**config.mk**
```make
export PLATFORM = sky130hd
export DESIGN_NAME = seq_reg_write_arbiter
export DESIGN_NICKNAME = d
export VERILOG_FILES = /design/src/rtl/seq_reg_arb_pkg.sv /design/src/rtl/seq_rr_picker.sv /design/src/rtl/seq_reg_write_arbiter.sv
export SDC_FILE = /design/constraint.sdc
export NUM_CORES = 1
export LEC_CHECK = 0
export CAP_MARGIN = 20
export CELL_PAD_IN_SITES_DETAIL_PLACEMENT = 1
export CELL_PAD_IN_SITES_GLOBAL_PLACEMENT = 1
export CORE_ASPECT_RATIO = 1.2
export CORE_UTILIZATION = 32
export DETAILED_ROUTE_END_ITERATION = 8
export GPL_TIMING_DRIVEN = 0
export PLACE_DENSITY_LB_ADDON = 0.12
export SYNTH_ARGS = -nofsm -noshare
export SYNTH_HDL_FRONTEND = slang
export SYNTH_SLANG_ARGS = --single-unit
export TNS_END_PERCENT = 100
```
**constraint.sdc**
```tcl
create_clock -name clk -period 1.27 [get_ports clk]
set_input_delay 0.254 -clock clk [delete_from_list [all_inputs] [get_ports clk]]
set_output_delay 0.254 -clock clk [all_outputs]
set_load 0.02 [all_outputs]
```
**src/rtl/seq_reg_arb_pkg.sv**
```systemverilog
// Shared types and the round-robin selection helper for seq_reg_write_arbiter.
// Latency: pure declarations plus one combinational function; no state.
// Backpressure: not applicable; the function only picks a winner among asserted valids.
package seq_reg_arb_pkg;

  // The one-entry commit stage is either empty or holding a write that lands next edge.
  typedef enum logic {
    COMMIT_EMPTY = 1'b0,
    COMMIT_FULL  = 1'b1
  } commit_state_e;

  // The helper works on the largest supported requester count; callers zero-extend.
  localparam int MAX_REQ   = 8;
  localparam int REQ_IDX_W = 3;

  typedef struct packed {
    logic                 found;
    logic [REQ_IDX_W-1:0] idx;
  } rr_pick_t;

  // Scan ptr, ptr+1, ... modulo n and return the first asserted valid.
  // ptr < n, so ptr+off never needs more than one subtraction to wrap.
  function automatic rr_pick_t rr_pick(input logic [MAX_REQ-1:0]   valid,
                                       input logic [REQ_IDX_W-1:0] ptr,
                                       input int                   n);
    rr_pick_t r;
    int       idx;
    r = '0;
    for (int off = 0; off < MAX_REQ; off++) begin
      idx = int'(ptr) + off;
      if (idx >= n) idx = idx - n;
      if (!r.found && (off < n) && valid[idx[REQ_IDX_W-1:0]]) begin
        r.found = 1'b1;
        r.idx   = idx[REQ_IDX_W-1:0];
      end
    end
    return r;
  endfunction

endpackage

```
**src/rtl/seq_rr_picker.sv**
```systemverilog
// Combinational round-robin select: first asserted valid at or after ptr (wrapping).
// Latency: zero cycles, purely combinational.
// Backpressure: none; found=0 when no requester is valid.
// Ports: valid_i (per-requester request), ptr_i (priority start index),
//        found_o (some requester is valid), winner_o (selected index).
module seq_rr_picker
  import seq_reg_arb_pkg::*;
#(
  parameter int NUM_REQ = 2,
  parameter int PTR_W   = 1
) (
  input  logic [NUM_REQ-1:0] valid_i,
  input  logic [PTR_W-1:0]   ptr_i,
  output logic               found_o,
  output logic [PTR_W-1:0]   winner_o
);

  logic [MAX_REQ-1:0]   valid_ext;
  logic [REQ_IDX_W-1:0] ptr_ext;
  rr_pick_t             pick;

  always_comb begin
    valid_ext = MAX_REQ'(valid_i);
    ptr_ext   = REQ_IDX_W'(ptr_i);
    pick      = rr_pick(valid_ext, ptr_ext, NUM_REQ);
    found_o   = pick.found;
    winner_o  = PTR_W'(pick.idx);
  end

endmodule

```
**src/rtl/seq_reg_write_arbiter.sv**
```systemverilog
// Round-robin write arbiter feeding a one-entry commit stage in front of a register bank.
// Latency: accept edge latches the write, the following edge loads the register (2 edges to q).
// Backpressure: one accept per cycle is always sustainable; req_ready only drops under reset or with no valid.
// Ports: clk/rst (sync, active-high); req_valid/req_addr/req_data packed per requester;
//        req_ready one-hot accept strobe; q packed register contents; busy = commit pending;
//        grant_id = last accepted requester.
// Optional: define SEQ_ARB_LOCK_EN to add req_lock, which holds priority on the last winner.
module seq_reg_write_arbiter
  import seq_reg_arb_pkg::*;
#(
  parameter  int NUM_REQ  = 2,
  parameter  int WIDTH    = 8,
  parameter  int NUM_REGS = 4,
  localparam int ADDR_W   = $clog2(NUM_REGS),
  localparam int GID_W    = $clog2(NUM_REQ)
) (
  input  logic                        clk,
  input  logic                        rst,
`ifdef SEQ_ARB_LOCK_EN
  input  logic                        req_lock,
`endif
  input  logic [NUM_REQ-1:0]          req_valid,
  input  logic [NUM_REQ*ADDR_W-1:0]   req_addr,
  input  logic [NUM_REQ*WIDTH-1:0]    req_data,
  output logic [NUM_REQ-1:0]          req_ready,
  output logic [NUM_REGS*WIDTH-1:0]   q,
  output logic                        busy,
  output logic [GID_W-1:0]            grant_id
);

  commit_state_e     state_q, state_d;
  logic [ADDR_W-1:0] pend_addr_q, pend_addr_d;
  logic [WIDTH-1:0]  pend_data_q, pend_data_d;
  logic [GID_W-1:0]  ptr_q, ptr_d;
  logic [GID_W-1:0]  gid_q, gid_d;
  logic [WIDTH-1:0]  regs_q [NUM_REGS];

  logic              found;
  logic [GID_W-1:0]  winner;
  logic              accept;
  logic              hold_ptr;

  seq_rr_picker #(
    .NUM_REQ (NUM_REQ),
    .PTR_W   (GID_W)
  ) u_picker (
    .valid_i  (req_valid),
    .ptr_i    (ptr_q),
    .found_o  (found),
    .winner_o (winner)
  );

`ifdef SEQ_ARB_LOCK_EN
  assign hold_ptr = req_lock;
`else
  assign hold_ptr = 1'b0;
`endif

  // The commit stage drains every edge, so it can always take a new write;
  // the only thing that blocks an accept is reset.
  assign accept = found && !rst;

  always_comb begin
    req_ready = '0;
    if (accept) req_ready[winner] = 1'b1;
  end

  always_comb begin
    state_d     = COMMIT_EMPTY;
    pend_addr_d = pend_addr_q;
    pend_data_d = pend_data_q;
    ptr_d       = ptr_q;
    gid_d       = gid_q;
    if (accept) begin
      state_d     = COMMIT_FULL;
      pend_addr_d = req_addr[int'(winner)*ADDR_W +: ADDR_W];
      pend_data_d = req_data[int'(winner)*WIDTH +: WIDTH];
      gid_d       = winner;
      if (hold_ptr) begin
        // Locked: the winner stays at the head of the search order.
        ptr_d = winner;
      end else if (winner == GID_W'(NUM_REQ-1)) begin
        ptr_d = '0;
      end else begin
        ptr_d = winner + 1'b1;
      end
    end
  end

  always_ff @(posedge clk) begin
    if (rst) begin
      state_q     <= COMMIT_EMPTY;
      pend_addr_q <= '0;
      pend_data_q <= '0;
      ptr_q       <= '0;
      gid_q       <= '0;
      for (int k = 0; k < NUM_REGS; k++) regs_q[k] <= '0;
    end else begin
      state_q     <= state_d;
      pend_addr_q <= pend_addr_d;
      pend_data_q <= pend_data_d;
      ptr_q       <= ptr_d;
      gid_q       <= gid_d;
      for (int k = 0; k < NUM_REGS; k++) begin
        if ((state_q == COMMIT_FULL) && (pend_addr_q == ADDR_W'(k))) begin
          regs_q[k] <= pend_data_q;
        end
      end
    end
  end

  for (genvar k = 0; k < NUM_REGS; k++) begin : g_q
    assign q[k*WIDTH +: WIDTH] = regs_q[k];
  end

  assign busy     = (state_q == COMMIT_FULL);
  assign grant_id = gid_q;

endmodule

```
* Yosys cells after proc, flatten, opt, wreduce, memory -nomap -nowiden
Memory sizes are Yosys's and may differ from the RTL's.
Cells that the tools add are included.
** Storage, ports and cells
- Memories :: 1
- Memory bits (writable) :: 32
- Output and inout port bits :: 36
- Flip-flop bits (word level) :: 13
** Memories
- regs_q :: depth 4, width 8, read ports 4, clocked after memory_dff 0, wr ports 4, RTL line seq_reg_write_arbiter.sv:36 : logic [WIDTH-1:0] regs_q [NUM_REGS];
** Cells by class
- Shift operators :: 2
- Reductions and logical operators :: 10
- Multiplexer cells :: 31
- Add/sub/neg operators :: 4
- Equality and inequality tests :: 3
- Bitwise logic cells :: 4
- $lt $le $gt $ge :: 6
** Operators with widths (count)
- greater-or-equal comparator 32 x 3 -> 1 bit (second input constant) :: 1
- two-way mux 8 bit :: 4
- two-way mux 1 bit :: 19
- indexed part select 16 x 5 -> 8 bit :: 1
- less-than comparator 3 x 4 -> 1 bit (second input constant) :: 2
- two-way mux 4 bit :: 2
- logical AND 1 bit :: 7
- binary-select mux 1 bit (select 3 bit) :: 2
- two-way mux 3 bit :: 2
- == test 2 bit (second input constant) :: 2
- bitwise OR 1 bit :: 4
- indexed part select 4 x 3 -> 2 bit :: 1
- subtractor 1 x 2 -> 3 bit (second input constant) :: 1
- subtractor 3 bit (second input constant) :: 1
- adder 1 x 1 -> 2 bit (second input constant) :: 1
- == test 2 x 1 -> 1 bit (second input constant) :: 1
- greater-or-equal comparator 1 x 2 -> 1 bit (second input constant) :: 1
- logical NOT 1 bit :: 2
- logical NOT 2 bit :: 1
- less-than comparator 1 x 2 -> 1 bit (second input constant) :: 1
- two-way mux 2 bit :: 1
- adder 1 bit (second input constant) :: 1
- demux 1 bit (select 1 bit) :: 1
- greater-or-equal comparator 1 bit (second input constant) :: 1

* Logic depth before layout (Yosys ltp)
Gate-level depths: netlist of the first run.
- Depth in word-level cells :: 13
- Gate-level depth with buffers :: 4
- Depth with buffers taken out :: 3

* Modules after synthesis
Synthesis of the first run repeated with hierarchy kept, for this count alone.
** Unflattened totals
- Cell total of the unflattened synthesis :: 144
- Area, all modules :: 1905.6 µm²
** Modules (own cells, without submodules)
- seq_reg_write_arbiter :: cells an instance 141, area an instance 1888.1 µm², instances 1
- seq_rr_picker :: cells an instance 3, area an instance 17.5 µm², instances 1

* Worst setup path before layout of the first run
OpenSTA, ideal clock, no wires.
- Path type :: register to register
- Start point :: reg state_q, in the netlist busy
- End point :: mem regs_q[1][0] (enable)
- Arrival time :: 1.061 ns
- Cell stages (with the launch flop) :: 3
- Path slack :: -0.166 ns
- Period minus slack after synthesis :: 1.436 ns
- Setup time :: 0.375 ns
- Buffers on the path :: 0
- Data required time :: 0.895 ns
- Cell sequence :: dfxtp_1 > nand2_1 > o21bai_1
** RTL lines
- start, declared :: RTL line seq_reg_write_arbiter.sv:31 : commit_state_e state_q, state_d;
- start signal, assigned :: RTL line seq_reg_write_arbiter.sv:99 : state_q <= state_d;
- end, declared :: RTL line seq_reg_write_arbiter.sv:36

* Worst setup path after layout of the first run
- Start point :: reg ptr_q
- End point :: out req_ready[0]
** On the way
- Longest elaborated chain between the ends :: 13
** Ends and longest elaborated chain
- start, declared :: RTL line seq_reg_write_arbiter.sv:34 : logic [GID_W-1:0] ptr_q, ptr_d;
- start signal, assigned :: RTL line seq_reg_write_arbiter.sv:102 : ptr_q <= ptr_d;
- branches (longest 7 deep; another with greater-or-equal comparator 32 x 3 -> 1 bit)
- two-way mux 4 bit (*) :: RTL line seq_reg_arb_pkg.sv:32 : if (!r.found && (off < n) && valid[idx[REQ_IDX_W-1:0]]) begin
- less-than comparator 1 x 2 -> 1 bit (implied by the code) / greater-or-equal comparator 1 bit (equally long branches) :: RTL line seq_reg_write_arbiter.sv:65 : if (accept) req_ready[winner] = 1'b1;
- logical AND 1 bit (implied by the code) :: RTL line seq_reg_write_arbiter.sv:65
- two-way mux 1 bit (implied by the code) :: RTL line seq_reg_write_arbiter.sv:65
- demux 1 bit (select 1 bit) :: RTL line seq_reg_write_arbiter.sv:65
- two-way mux 2 bit (*) :: RTL line seq_reg_write_arbiter.sv:65
- end, declared :: RTL line seq_reg_write_arbiter.sv:25 : output logic [NUM_REQ-1:0] req_ready,
Mark *: on every way between the ends. The select of a mux whose other input is x is not followed.

==> summary.md, run 1 <==
| Metric | Value |
|---|---|
| DP Wirelength | `3190 um` |
| Worst slack, placed | `-1.07 ns` |
| Worst-path fanout max | `4` |
| Peak supply drop | `0.660 mV` |
| Initial antenna violation count | `0` |
| Tmin final | `1.36 ns` |
| Tightest Hold Check Type | `in -> reg` |
| Distinct cells, synth | `27` |
| Drt pass-1 iters | `6` |
| Syn_area_per_cell | `14.1 sq um` |
| Antenna diodes | `0` |
| Reg-to-reg startpoint | `pend_addr_q[0]` |
| Cell area after synthesis | `0.00183 sq mm` |
| Pwr dens | `between 1000 and 1500 mW/mm^2` |
| Max-cap viol count | `0` |
| Fin. Hold Viols | `0` |
| Syn Nets | `around 150` |
| Num ports | `60` |
| R2R depth | `3` |
| Final wirelength | `4270 um` |
| GRT Total Usage | `between 15 and 20%` |
| Count of pins over their slew limit | `0` |
| Layout cells sized above 1 | `20.5%` |
| H-Tree Depth | `2` |
| Number of setup violations in the final report | `2` |
| Tightest Pin Transition | `0.421 ns` |
| Peak Freq | `0.735 GHz` |
| Tcrit/Tclk final | `107%` |
| Clk buf depth | `2` |
| Largest family of logic cells by synthesized area | `simple AND/OR/NAND/NOR gates` |
| Slowest cell on the critical path | `dfxtp_4` |
| Delay-heaviest family, CP | `flip-flops` |
| Nets | `223` |
| CTS Hold Bufs | `0` |
| Setup ws final | `-0.0911 ns` |
| Failing checks | `DRC, setup timing` |
| Clock latency on the worst-skew pair | `0.30 ns` |
| Post-Synth Simple-Gate Area | `22.5%` |
| Hold Crit Depth | `3` |
| Data required, critical path | `1.02 ns` |
| Remaining global-route overflow | `0` |
| IO Port Bufs | `58` |
| Seq/Total Area, Yosys | `66.6%` |
| Inserted Clock Buffers | `5` |
| RSZ-0062 raised after global routing | `yes` |
| Vias | `between 1,000 and 1,500` |
| Synth Area in XOR/XNOR | `0%` |
| Setup crit end kind | `output pin` |
| Area fraction in compound gates after synthesis | `9.14%` |
| Critical path class | `reg -> out` |
| Final ANT Viol Nets | `0` |
| Worst reg2reg setup slack | `around 0.050 ns` |
| Mux contribution to synthesized area | `0%` |
| Vias in the first global route | `1,296` |
| CP max stage delay | `approximately 0.37 ns` |
| Yosys reg bits | `45` |
| Synth warn | `0` |
| Vias/cell | `approximately 4.7` |
| Starting Density | `33.9%` |
| Fin Setup TNS | `-0.180 ns` |
| Largest net degree at the start of global routing | `14` |
| Most common cell after layout, fill and taps aside | `and2_1` |
| Die X | `71.1 um` |
| Fin Clk Skew | `~0.0054 ns` |
| Min-delay src | `req_valid[1]` |
| Utilization after layout | `48.8%` |
| WL/cell | `16.3 um` |
| TritonCTS clock tree | `yes` |
| Clock transition at path regs | `0.08 ns` |
| Buf+Inv Stages, Crit Path | `1` |
| Crit path DAT | `around 1.1 ns` |
| Status | `finished, violations left` |
| DRC | `5` |
| Leakage | `1.07 nW` |
| Pwr Total | `3.22 mW` |
| Rows | `29` |
| DIE AREA | `0.00604 sq mm` |
| Commonest non-fill, non-tap cells in the layout | `39 x and2_1, 32 x edfxtp_1, 20 x clkdlybuf4s50_1` |
| Clock Tree Root | `clkbuf_8` |
| Worst reg2reg endpoint | `regs_q[1][6]` |
| Hold Path End | `busy` |
| First-pass GRT wire length | `6730 um` |
| Die Y | `84.9 um` |
| Sequence of cells on the critical path | `a21bo_4 > nor2_8 > buf_6` |
| Placer Congestion | `0.726` |
| Post-synthesis cell count | `between 100 and 150` |
| # clock sinks | `45` |
| Slew HR | `71.8%` |
| Synth Area in Adders | `0%` |
| P&R area growth vs syn | `43.9%` |
| Core area | `0.00541 sq mm` |
| CP Launch Type | `flop` |
| DR iter-0 viols | `about 130` |
state kept, by name (all words and copies together) (netlist names):
name         count
pend_addr_q      2
ptr_q            1
pend_data_q      8
busy             1
regs_q          32
grant_id         1
how the worst max path moves through the flow:
| stage | startpoint | to | slack, ns | cells after the start |
|---|---|---|---|---|
| 2_1_floorplan | busy | regs_q[1][0] | 0.003 | 2 |
| 3_3_place_gp | req_valid[0] | req_ready[1] | -1.01 | 4 |
| 3_5_place_dp | req_valid[0] | req_ready[1] | -1.07 | 4 |
| 4_1_cts | ptr_q | req_ready[0] | -0.14 | 3 |
| 5_1_grt | ptr_q | req_ready[1] | -0.13 | 3 |
| 6_report | ptr_q | req_ready[0] | -0.09 | 3 |
stage by stage:
stage / hold slack (ns) / area [sq um] / cells
CTS: 0.249 / 2630 / 261
global route: 0.321 / 2640 / 262
global placement: 0.531 / 2500 / 250
detailed placement: 0.547 / 2500 / 250
floorplan: 0.375 / 1840 / 130
finish: 0.264 / 2640 / 262
per-layer routing:
| metal | routed length [um] | GRT usage [%] | vias to the layer above |
|---|---|---|---|
| met1 | 1650 | 16.1 | 589 |
| met2 | 2320 | 28.3 | 39 |
| li1 | - | - | 606 |
| met3 | 198 | 3.68 | 8 |
| met4 | 102 | 7.82 | 0 |
| met5 | 0 | 0 | - |
where the power goes:
group	switching (mW)	total, mW	internal [mW]
Sequential	0.0594	1.72	1.66
Clock	0.472	1.05	0.581
Combinational	0.234	0.445	0.211
Total	0.765	3.22	2.45
synthesized netlist by cell type (all sizes together):
cell type | instances | area share, %
a221o | 8 | 4.4
nand2b | 1 | 0.75
a211oi | 2 | 0.82
buf | 4 | 1.6
nor2 | 6 | 2.1
o21ai | 1 | 0.27
o22ai | 2 | 0.68
a21oi | 1 | 0.27
nor3b | 2 | 1.7
inv | 1 | 0.20
edfxtp | 32 | 52
nor2b | 2 | 1.1
nor3 | 5 | 2.2
dfxtp | 13 | 14
and2b | 1 | 0.41
o21bai | 2 | 0.82
a21bo | 1 | 0.55
a31o | 2 | 0.96
a21o | 1 | 0.41
and2 | 40 | 14
nand2 | 3 | 0.61
repair_timing:
action | CTS | global route
gates cloned | 0 | 0
pin swaps | 3 | 5
resized for setup | 69 | 24
endpoints found under the setup margin | 108 | 67
setup buffers | 3 | 1
cell families after synthesis:
group                  count (synthesis)
AO/OA/AOI/OAI                         20
flip-flops                            45
AND/OR/NAND/NOR                       60
buffers and inverters                  5
cell type report:
| type | instances | area, sq um |
|---|---|---|
| fill | 554 | 2770 |
| buffer | 4 | 33.8 |
| sequential | 45 | 1230 |
| inverter | 1 | 3.75 |
| tap | 62 | 77.6 |
| multi-input combinational | 80 | 623 |
| clock inverter | 2 | 33.8 |
| timing repair buffer | 62 | 568 |
| clock buffer | 6 | 72.6 |
worst reg2reg max path, stage by stage (launching register included):
cell and delay, ns:
dfxtp_1 0.32, buf_4 0.18, nand2_1 0.11, o21bai_4 0.30
(Power assumes the default switching activity.)
==> run 2, diff against run 1 <==
Settings changed: CAP_MARGIN 20 to 5.
==> results of run 2 <==
The final DEF is identical to that of run 1; final timing and power are the same.
